## src/rtl/mem_stage.sv

```systemverilog
// MEM pipeline stage: tracks the outstanding data-SRAM access, buffers rdata under WB stall,
// extracts/extends load data and discards responses of flushed instructions. Option: MS_LOAD_FWD_EN.
module mem_stage #(
    parameter int DROP_CNT_W = 2
) (
    input  logic        clk,
    input  logic        resetn,
    input  logic        es_to_ms_valid,
    output logic        ms_allowin,
    input  logic        es_req_issued,
    input  logic [31:0] es_pc,
    input  logic [4:0]  es_ld_inst,
    input  logic        es_rf_we,
    input  logic [4:0]  es_rf_waddr,
    input  logic [31:0] es_result,
    input  logic [86:0] es_ex_zip,
    input  logic [9:0]  es2ms_tlb_zip,
    input  logic [7:0]  es2ms_tlb_exc,
    input  logic        data_sram_data_ok,
    input  logic [31:0] data_sram_rdata,
    input  logic        ws_allowin,
    input  logic        wb_ex,
    output logic        ms_to_ws_valid,
    output logic [31:0] ms_pc,
    output logic        ms_rf_we,
    output logic [4:0]  ms_rf_waddr,
    output logic [31:0] ms_final_result,
    output logic        ms_ex,
    output logic [86:0] ms_ex_zip,
    output logic [9:0]  ms2ws_tlb_zip,
    output logic [7:0]  ms2ws_tlb_exc,
    output logic        ms_fwd_valid
);

    typedef enum logic [1:0] {
        S_IDLE = 2'd0,
        S_WAIT = 2'd1,
        S_DONE = 2'd2
    } state_t;

    state_t                state;
    logic                  ms_valid;
    logic [DROP_CNT_W-1:0] drop_cnt;
    logic [4:0]            ms_ld_inst;
    logic                  ms_rf_we_r;
    logic [31:0]           ms_result;
    logic [31:0]           rbuf;

    logic data_ok_eff;
    logic ms_ready_go;
    logic accept;
    logic drop_inc;
    logic drop_dec;
    logic is_load;

    // Responses still owed to flushed instructions are swallowed before any new one counts.
    assign data_ok_eff = data_sram_data_ok & (drop_cnt == '0);
    assign drop_dec    = data_sram_data_ok & (drop_cnt != '0);
    assign drop_inc    = wb_ex & (state == S_WAIT) & ~data_ok_eff;

    assign ms_ready_go    = (state != S_WAIT) | data_ok_eff;
    assign ms_allowin     = ~ms_valid | (ms_ready_go & ws_allowin);
    assign ms_to_ws_valid = ms_valid & ms_ready_go;
    assign accept         = es_to_ms_valid & ms_allowin & ~wb_ex;

    assign is_load  = |ms_ld_inst;
    assign ms_ex    = ((|ms_ex_zip[7:0]) | (|ms2ws_tlb_exc)) & ms_valid;
    assign ms_rf_we = ms_rf_we_r & ms_valid & ~ms_ex;

`ifdef MS_LOAD_FWD_EN
    assign ms_fwd_valid = ms_valid & ms_rf_we & (~is_load | ms_ready_go);
`else
    assign ms_fwd_valid = ms_valid & ms_rf_we & ~is_load;
`endif

    // NOTE: sequential state uses non-blocking assignments so every register samples pre-edge values.
    always_ff @(posedge clk or negedge resetn) begin
        if (!resetn) begin
            ms_valid      <= 1'b0;
            state         <= S_IDLE;
            drop_cnt      <= '0;
            ms_pc         <= '0;
            ms_ld_inst    <= '0;
            ms_rf_we_r    <= 1'b0;
            ms_rf_waddr   <= '0;
            ms_result     <= '0;
            ms_ex_zip     <= '0;
            ms2ws_tlb_zip <= '0;
            ms2ws_tlb_exc <= '0;
            rbuf          <= '0;
        end else begin
            if (wb_ex)
                ms_valid <= 1'b0;
            else if (ms_allowin)
                ms_valid <= es_to_ms_valid;

            if (accept) begin
                ms_pc         <= es_pc;
                ms_ld_inst    <= es_ld_inst;
                ms_rf_we_r    <= es_rf_we;
                ms_rf_waddr   <= es_rf_waddr;
                ms_result     <= es_result;
                ms_ex_zip     <= es_ex_zip;
                ms2ws_tlb_zip <= es2ms_tlb_zip;
                ms2ws_tlb_exc <= es2ms_tlb_exc;
            end

            // A newly accepted instruction overrides whatever the leaving transition would pick.
            if (wb_ex) begin
                state <= S_IDLE;
            end else if (accept) begin
                state <= es_req_issued ? S_WAIT : S_IDLE;
            end else begin
                unique case (state)
                    S_WAIT: begin
                        if (data_ok_eff) begin
                            if (ws_allowin) begin
                                state <= S_IDLE;
                            end else begin
                                state <= S_DONE;
                                rbuf  <= data_sram_rdata;
                            end
                        end
                    end
                    S_DONE:  if (ws_allowin) state <= S_IDLE;
                    default: state <= S_IDLE;
                endcase
            end

            if (drop_inc && !drop_dec) begin
                if (drop_cnt != '1)
                    drop_cnt <= drop_cnt + DROP_CNT_W'(1);
            end else if (drop_dec && !drop_inc) begin
                drop_cnt <= drop_cnt - DROP_CNT_W'(1);
            end
        end
    end

    drop_cnt_no_overflow: assert property (@(posedge clk) disable iff (!resetn)
        !(drop_inc && !drop_dec && (drop_cnt == '1)));

    logic [31:0] ld_src;
    logic [7:0]  ld_byte;
    logic [15:0] ld_half;

    // NOTE: every always_comb output gets a default first so no latch is inferred.
    always_comb begin
        ld_src          = (state == S_DONE) ? rbuf : data_sram_rdata;
        ld_half         = ms_result[1] ? ld_src[31:16] : ld_src[15:0];
        ld_byte         = ld_src[7:0];
        ms_final_result = ms_result;
        unique case (ms_result[1:0])
            2'd0: ld_byte = ld_src[7:0];
            2'd1: ld_byte = ld_src[15:8];
            2'd2: ld_byte = ld_src[23:16];
            2'd3: ld_byte = ld_src[31:24];
        endcase
        if (ms_ld_inst[4])
            ms_final_result = {{24{ld_byte[7]}}, ld_byte};
        else if (ms_ld_inst[3])
            ms_final_result = {24'd0, ld_byte};
        else if (ms_ld_inst[2])
            ms_final_result = {{16{ld_half[15]}}, ld_half};
        else if (ms_ld_inst[1])
            ms_final_result = {16'd0, ld_half};
        else if (ms_ld_inst[0])
            ms_final_result = ld_src;
    end

endmodule

```

## config.mk

```make
export PLATFORM = sky130hd
export DESIGN_NAME = mem_stage
export DESIGN_NICKNAME = d
export VERILOG_FILES = /design/src/rtl/mem_stage.sv
export SDC_FILE = /design/constraint.sdc
export NUM_CORES = 1
export LEC_CHECK = 0
export ABC_CLOCK_PERIOD_IN_PS = 3480
export CAP_MARGIN = 25
export CELL_PAD_IN_SITES_DETAIL_PLACEMENT = 1
export CELL_PAD_IN_SITES_GLOBAL_PLACEMENT = 1
export CORE_AREA = 8 8 176 178
export CTS_BUF_LIST = sky130_fd_sc_hd__clkbuf_4
export DETAILED_ROUTE_END_ITERATION = 8
export DIE_AREA = 0 0 184 186
export PLACE_DENSITY = 0.9
export SETUP_SLACK_MARGIN = 0.5
export SLEW_MARGIN = 25
export SYNTH_ARGS = -nofsm -noshare
export SYNTH_HDL_FRONTEND = slang
export SYNTH_SLANG_ARGS = --single-unit
```

## constraint.sdc

```tcl
create_clock -name clk -period 3.48 [get_ports clk]
set_input_delay 1.044 -clock clk [delete_from_list [all_inputs] [get_ports clk]]
set_output_delay 1.044 -clock clk [all_outputs]
set_load 0.02 [all_outputs]
```

==> results.yml <==
logic_synthesis:
  ys_seq_elements: 217
  synthesis.area_um2: 9710
  ys_seq_area_frac: 0.559
  synth_top_area_frac: 0.559
  synth_top_flop_cell: "dfrtp_1"
  synthArstFlopShare: 1.00
  syn-num-nets: 942
  synth_top_cell_by_area: "dfrtp_1"
  synth.distinct_cells: 35
  yosysWarnings: 0
  avgSynthCellArea_um2: 13.4
  syn_inst: 723
  synthTopCellsByArea: "dfrtp_1 (56%), mux2_2 (14%), mux2_1 (10%), mux2i_1 (4.5%), o21ai_0 (2.2%)"
  synth_edf_count: 0
critical_path:
  cp_slowest_cell: "dfrtp_1"
  worstReg2RegStart: "state[0]$_DFFE_PN0P_"
  crit_start: "state[0]$_DFFE_PN0P_"
  crit_path_frequent_cell: "buf_12"
  crit_family: "buffers and inverters"
  critPathBufInv: 4
  path_max_fanout: 24
  cp.required_ns: 2.44
  crit_path_cell_trace: "nand2b_4 > buf_12 > buf_16 > mux2i_4 > a22oi_2 > nand4_1 > buf_12 > o21ai_0 > buf_4"
  critical_path_arrival_ns: 2.61
  critPathLaunchType: "flip-flop"
  cp_slowest_stage_delay_ns: 0.38
  end_kind: "output port"
  crit_type: "reg2out"
layout:
  final_cells: 1654
  num-nets-final: 1438
  final_cell_area_um2: 16000
  drive_gt1_frac: 0.327
  areaGrowthSynthToFinish_pct: 65.1
placement:
  port_buffers: 397
  dp_hpwl_um: 29700
  place_ws_ns: -0.674
  dpl_cell_area_um2: 14400
  place_inst: 1507
  gp_congestion: 0.835
sta:
  finalMaxSlewViolations: 0
  relSlewSlack: 0.622
  hold-worst-slack_ns: 0.380
  max_freq_mhz: 273
  rsz0062_at_grt: "yes"
  finalCritPeriodShare: 1.05
  tightestPinTransition_ns: 0.567
  setup_viol: 28
  period_minus_slack_ns: 3.66
  fin_worst_skew_ns: 0.0688
  finalHoldViolations: 0
  worst_slack_ns: -0.178
pwr:
  cellLeakagePower_nw: 6.82
  irDropWorstVdd_mv: 0.352
  power_density_nw_per_um2: 562
grt:
  antenna_found_initial: 8
  grt_pass1_wl_um: 59100
  grt_overflow: 0
  grt_max_degree: 69
  first_global_vias: 9464
  grt_usage: 0.227
routing:
  wl_per_cell_um: 24.5
  met3WireLength_um: 3670
  vias: 8282
  top_layer: "met5"
  wirelength_um: 40500
  ant_nets: 0
  first_iter_violations: 375
  drc: 0
  vias_per_cell: 5.01
  met2_length_um: 21300
  wl_met1_um: 14400
  dr.pass1.iters: 4
floorplan:
  dieHeight_um: 186
  row_count: 62
  pin_count: 398
  initial_core_util: 0.344
  die_w_um: 184
  die-area_um2: 34200
  core-area_um2: 28200
clock_network:
  numClockSinks: 217
  htreeDepth: 3
  cts_hold_buffers: 0
  cts_made_buffers: 68
  clock-root-buffer: "clkbuf_4"
  cts_tree: "built"
  clk_pin_slew_worst_paths_ns: 0.08
  clk_path_buf_depth: 3
  clkLatencyLatePin_ns: 0.65
status:
  status: "complete, but fails checks"
  failed_checks: "negative setup slack"
hold_path:
  worst_hold_path_type: "in2async"
run:
  maxCapViolCount: 0
## cells in the final DEF, fill, tap and decap left out, types with 16 or more instances in the layout
cell type        instances
nor2_1                  45
mux2i_1                 18
dfrtp_1                215
mux2_1                  90
o21ai_0                 20
nand2_1                 18
clkdlybuf4s50_1        355
clkbuf_4                94
a211oi_1                16
buf_6                   39
buf_4                   61
mux2_2                 123
mux2i_4                 17
## report_power, final
| part | switching (W) | internal (W) |
|---|---|---|
| Combinational | 0.00153 | 0.00155 |
| Sequential | 0.000319 | 0.00297 |
| Clock | 0.00117 | 0.00147 |
| Total | 0.00302 | 0.00598 |
## registers in the layout, summed over array words and instances, names as in the netlist
register	flops
ms_ex_zip	87
ms_pc	32
ms_result	32
rbuf	32
ms2ws_tlb_zip	10
ms2ws_tlb_exc	8
ms_ld_inst	5
ms_rf_waddr	5
drop_cnt	2
state	2
ms_rf_we_r	1
ms_valid	1
## through the flow
step                      total power [W]  setup TNS (ns)   util
after floorplan                   0.00457               0      -
after global placement            0.00604          -15.79  0.510
after detailed placement          0.00618          -19.99  0.510
after CTS                         0.00903           -3.74  0.560
after global routing              0.00945           -6.04  0.567
final                             0.00900           -2.50  0.568
## layout make-up
type | count | area [um^2]
antenna | 7 | 17.5
inverter | 5 | 18.8
multi-input combinational | 451 | 4380
sequential | 217 | 5430
timing repair buffer | 476 | 4830
fill | 2863 | 12200
tap | 384 | 480
clock inverter | 20 | 163
clock buffer | 94 | 706
## worst paths after layout
kind	endpoint	slack (ns)	cells past startpoint
max	ms_final_result[17]	-0.18	9
min	rbuf[29]$_DFFE_PN0P_	0.38	1
max reg2reg	ms_ex_zip[35]$_DFFE_PN0P_	0.92	10
min reg2reg	ms_ex_zip[18]$_DFFE_PN0P_	0.49	1
max in group asynchronous	ms_result[27]$_DFFE_PN0P_	2.22	2
min in group clk	ms_ex_zip[18]$_DFFE_PN0P_	0.49	1
## layer usage
layer,GRT usage,up-vias
met1,0.242,4183
met4,0.0858,6
li1,-,3638
met2,0.402,375
met3,0.0896,80
met5,0,-
## synth_stat cells, types with 2 or more instances
cell type  number
o21ai_2         2
clkbuf_1       26
nor2_1         46
o21ai_0        43
a211oi_1       18
mux2_2        123
a21oi_1        15
nor3b_2         3
nor4_1          5
and2_1          2
nand2_1        18
nor2b_1         2
nand3_1        14
dfrtp_1       217
buf_8          10
inv_1           5
mux2i_1        44
a22oi_1         2
buf_4          11
buf_2           3
nand4_1         3
mux4_2          2
mux2_1         90
or2_2           2
nand3b_1        3
o2111ai_1       5
## repair_timing
item	4_1_cts	5_1_grt
hold endpoints to repair	0	0
setup endpoints to repair	37	37
cloned	3	0
gates resized for setup	277	34
pin swaps	17	11
setup buffers	18	5
## logic make-up (layout without fill, tap and decap cells)
group / Yosys count / after routing / share of synthesized area
buffers and inverters: 55 / 595 / 0.0375
other: 0 / 7 / 0
AOI/OAI and AO/OA: 90 / 90 / 0.0556
DFF: 217 / 217 / 0.559
muxes: 259 / 259 / 0.297
and+or+nand+nor: 102 / 102 / 0.0503
(Power assumes the default switching activity.)
